File: config.mk
export PLATFORM = sky130hd
export DESIGN_NAME = recv_packet_buffer
export DESIGN_NICKNAME = d
export VERILOG_FILES = /design/src/rtl/recv_packet_buffer.sv
export SDC_FILE = /design/constraint.sdc
export NUM_CORES = 1
export LEC_CHECK = 0
export ABC_AREA = 1
export CORE_MARGIN = 10
export CORE_UTILIZATION = 61
export CTS_CLUSTER_DIAMETER = 40
export DETAILED_ROUTE_END_ITERATION = 10
export PLACE_DENSITY = 0.87
export SLEW_MARGIN = 0
export SYNTH_ARGS = -nofsm -noshare
export SYNTH_HDL_FRONTEND = slang
export SYNTH_SLANG_ARGS = --single-unit
File: constraint.sdc
create_clock -name clk -period 3.85 [get_ports clk]
set_input_delay 0.385 -clock clk [delete_from_list [all_inputs] [get_ports clk]]
set_output_delay 0.385 -clock clk [all_outputs]
set_load 0.02 [all_outputs]
File: src/rtl/recv_packet_buffer.sv
// Receive packet buffer: circular FIFO of 32-bit network words, read by the Nios through an
// offset/toggle address PIO. Optional destination filtering is enabled with RECV_DEST_FILTER_EN.
module recv_packet_buffer #(
    parameter int          DEPTH   = 16,
    parameter logic [3:0]  NODE_ID = 4'h0
) (
    input  logic        clk,
    input  logic        reset,
    input  logic [31:0] in_data,
    input  logic        in_valid,
    input  logic [7:0]  rd_addr,
    output logic [31:0] rd_data,
    output logic        pk_avail,
    output logic        overflow
);
    localparam int AW = (DEPTH > 1) ? $clog2(DEPTH) : 1;
    localparam int CW = $clog2(DEPTH + 1);
    localparam logic [CW-1:0] DEPTH_C = CW'(DEPTH);

    logic [31:0]   mem [DEPTH];
    logic [AW-1:0] head;
    logic [AW-1:0] tail;
    logic [CW-1:0] count;
    logic          pop_tog_q;
    logic [7:0]    drop_cnt;
    logic [31:0]   in_q;
    logic          in_valid_q;

    logic          in_accept;
    logic          full;
    logic          empty;
    logic          pop_req;
    logic          do_push;
    logic          do_pop;
    logic          drop;
    logic [6:0]    off;
    logic [7:0]    rd_sum;
    logic [AW-1:0] rd_idx;
    logic [31:0]   rd_mux;

`ifdef RECV_DEST_FILTER_EN
    assign in_accept = in_valid && (in_data[31:28] == NODE_ID);
`else
    localparam logic [3:0] unused_node_id = NODE_ID;
    assign in_accept = in_valid;
`endif

    // Words land one cycle after capture; a pop on a full FIFO frees the slot the push needs.
    assign full    = (count == DEPTH_C);
    assign empty   = (count == '0);
    assign pop_req = rd_addr[7] ^ pop_tog_q;
    assign do_pop  = pop_req && !empty;
    assign do_push = in_valid_q && (!full || pop_req);
    assign drop    = in_valid_q && full && !pop_req;

    assign off    = rd_addr[6:0];
    assign rd_sum = 8'(head) + 8'(off);
    assign rd_idx = rd_sum[AW-1:0];

    always_comb begin
        // NOTE: default assigned first so every path drives rd_mux and no latch is inferred.
        rd_mux = '0;
        if (off == 7'h7F) begin
            rd_mux = {drop_cnt, 15'b0, full, 8'(count)};
        end else if ({1'b0, off} < 8'(count)) begin
            rd_mux = mem[rd_idx];
        end
    end

    // NOTE: state updates use non-blocking assignments so all registers see pre-edge values.
    always_ff @(posedge clk or posedge reset) begin
        if (reset) begin
            in_valid_q <= 1'b0;
            in_q       <= '0;
            pop_tog_q  <= 1'b0;
            head       <= '0;
            tail       <= '0;
            count      <= '0;
            drop_cnt   <= '0;
            overflow   <= 1'b0;
            pk_avail   <= 1'b0;
            rd_data    <= '0;
        end else begin
            in_valid_q <= in_accept;
            in_q       <= in_data;
            pop_tog_q  <= rd_addr[7];
            if (do_push) tail <= tail + AW'(1);
            if (do_pop)  head <= head + AW'(1);
            case ({do_push, do_pop})
                2'b10:   count <= count + CW'(1);
                2'b01:   count <= count - CW'(1);
                default: count <= count;
            endcase
            overflow <= drop;
            if (drop && (drop_cnt != 8'hFF)) drop_cnt <= drop_cnt + 8'd1;
            pk_avail <= !empty;
            rd_data  <= rd_mux;
        end
    end

    // NOTE: storage has no reset; stale words are unreachable because reads are bounded by count.
    always_ff @(posedge clk) begin
        if (do_push) mem[tail] <= in_q;
    end

endmodule
==> impl_metrics.ini <==
[run_status]
run_status = finished, final reports clean

[die]
die_y_um = 218
die_area_mm2 = 0.0476
ios = 77
dieWidth_um = 218
start_util = 0.618
num_rows = 72
core_mm2 = 0.0387

[layout]
final_cell_mix = 950 x nand2_1, 512 x edfxtp_1, 282 x nand3_1
num-nets-final = 2243
instances_no_fill = 2753
postLayoutCellArea_mm2 = 0.0280
area_delta_synth_final_pct = 16.7
final_layout_size_suffix_gt1_frac = 0.0779
diodes = 0
final_common_cell = nand2_1

[flow_run]
drv_cap = 0

[yosys]
synth_largest_area_cell = edfxtp_1
syn_area_mm2 = 0.0239
ys_warn_count = 0
ys_ff_latch = 601
syn-num-nets = 2164
yosysSeqAreaShare = 0.735
ys_types = 22
post-synth-top-area-fraction = 0.642
syn_area_per_cell_um2 = 11.4
netlist_instances = 2102
synthTopCellsByArea = edfxtp_1 64%, nand2_1 15%, dfrtp_1 9.3%, nand3_1 5.9%, clkbuf_1 1.3%

[sta]
rsz0062_at_grt = no
whs_ns = 0.217
fin_skew_ns = 0.0337
fin_crit_sh = 0.760
fin_setup_tns_ns = 0
setup_violations = 0
worst_pin_slew_ns = 0.948
max_freq_mhz = 342
hold_viol = 0
worst_slack_ns = 0.924
slew_headroom = 0.368
slew_violations = 0
fin_crit_ns = 2.93

[power_and_ir_drop]
p_per_area_mw_per_mm2 = 844
ir_drop_v = 0.000877
power_leakage_nw = 11.0

[route]
dr.pass1.iters = 6
wl_um = 62800
avgViaCountPerCell = 6.14
drt_iter0_drc = 2605
via_count = 16917
wl_per_cell_um = 22.8
drc = 0
drtAntennaViolNets = 0

[grt]
grt_pass1_wl_um = 95700
grt_pass1_vias = 16837
antenna_found_initial = 1
track_usage = 0.263
grt_max_degree = 196
grt-ovfl-total = 0

[clocking]
cts_hold_buf = 0
clk_path_buf_depth = 3
cts_resized = 0
clkTransAtPathRegs_ns = 0.06
cts_num_sinks = 601
cts_root_buf = clkbuf_16
cts_inserted_buffers = 68
htreeDepth = 3
clk_latency_ns = 0.60
post_cts_buffers = 0
cts_tree = done

[hold_path]
hold_path.class = in -> reg
hold_path_depth = 1

[setup_path]
critical_path_required_ns = 4.32
ff2ff_path_depth = 11
cp_common_cell = nand2_1
cp.arrival_ns = 3.39
cp-start-kind = register
path_class = reg -> reg
setup.worst_path.end_class = register
critPathMaxFanout = 128
path_cells = ha_4, inv_1, fa_4, buf_12, nand3_1, nand2_1, nand2_1, nand2_1, nand2_1, nand3_1, nand2_1
crit_slowest_cell = fa_4
slowest_delay_ns = 0.79

[placement]
dp_cells = 2629
port_buffers = 76
pre_cts_ws_ns = 0.537
postPlaceCellArea_mm2 = 0.0257
post-dp-hpwl_um = 32700
place_congestion = 0.807
[synthesized netlist by cell type]
library cell	instances
a21oi_1	24
ha_1	17
inv_2	1
nor3_1	4
xor2_1	8
or3_1	1
nor2_1	42
buf_2	10
a2bb2oi_1	1
dfrtp_1	89
nand2_1	950
nand4_1	5
buf_1	17
o21ai_0	9
nand3_1	282
xor2_2	1
o22ai_1	1
inv_1	35
edfxtp_1	512
clkbuf_1	82
xnor2_1	9
fa_1	2
[stage by stage]
step,total power [W],util
2_1_floorplan,0.0138,-
5_1_grt,0.0247,0.722
3_3_place_gp,0.0164,0.663
6_report,0.0236,0.722
4_1_cts,0.0234,0.722
3_5_place_dp,0.0168,0.663
[cell type report]
cell class                 instances  area (um2)
timing repair buffer             118        1310
inverter                          36         145
multi-input combinational       1356        5960
clock inverter                    31         344
fill                            2253       10800
sequential                       601       17600
clock buffer                      93        1940
tap                              518         648
[registers in the layout, indices dropped and copies added, names as in the netlist, 4 cells and up]
name and flops:
count 5, drop_cnt 8, head 4, in_q 32, mem 512, rd_data 32, tail 4
[worst paths after layout]
kind / start / to / slack, ns
setup reg to reg: head[0]$_DFFE_PP0P_ / rd_data[8]$_DFF_PP0_ / 0.92
max in group asynchronous: reset / rd_data[13]$_DFF_PP0_ / 2.60
hold / removal: in_data[25] / in_q[25]$_DFF_PP0_ / 0.22
hold reg to reg: head[3]$_DFFE_PP0P_ / head[3]$_DFFE_PP0P_ / 0.52
min in group asynchronous: reset / rd_data[6]$_DFF_PP0_ / 0.37
setup / recovery: head[0]$_DFFE_PP0P_ / rd_data[8]$_DFF_PP0_ / 0.92
[report_power, final]
part	leakage (nW)	internal, W	switching, W
clock network	1.11	0.00386	0.00262
logic	4.11	0.00265	0.00629
registers	5.75	0.00780	0.000371
[cell families (layout without fill, tap and decap cells)]
group                      Yosys count  count (layout)  synth area share
DFF                                601             601             0.735
AOI/OAI and AO/OA                   35              35           0.00752
buffers and inverters              145             278            0.0232
adders and majority gates           19              19            0.0106
xor gates and xnor gates            18              18           0.00690
and+or+nand+nor                   1284            1284             0.217
[critical path: cells and delay by family (launching register included)]
| kind | cells | cell delay (ns) |
|---|---|---|
| adder cells (fa/ha/maj) | 2 | 0.96 |
| buffers and inverters | 2 | 0.58 |
| AND/OR/NAND/NOR | 7 | 0.72 |
| flip-flops | 1 | 0.46 |
[layer usage]
layer,share of wire,track usage,wire [um],up-vias
li1,-,-,-,7274
met1,0.34,0.338,21500,8057
met2,0.47,0.415,29800,1340
met3,0.14,0.0699,9000,244
met4,0.041,0.117,2570,2
met5,0.00011,0,7,-
Power figures use the tool's default switching activity.
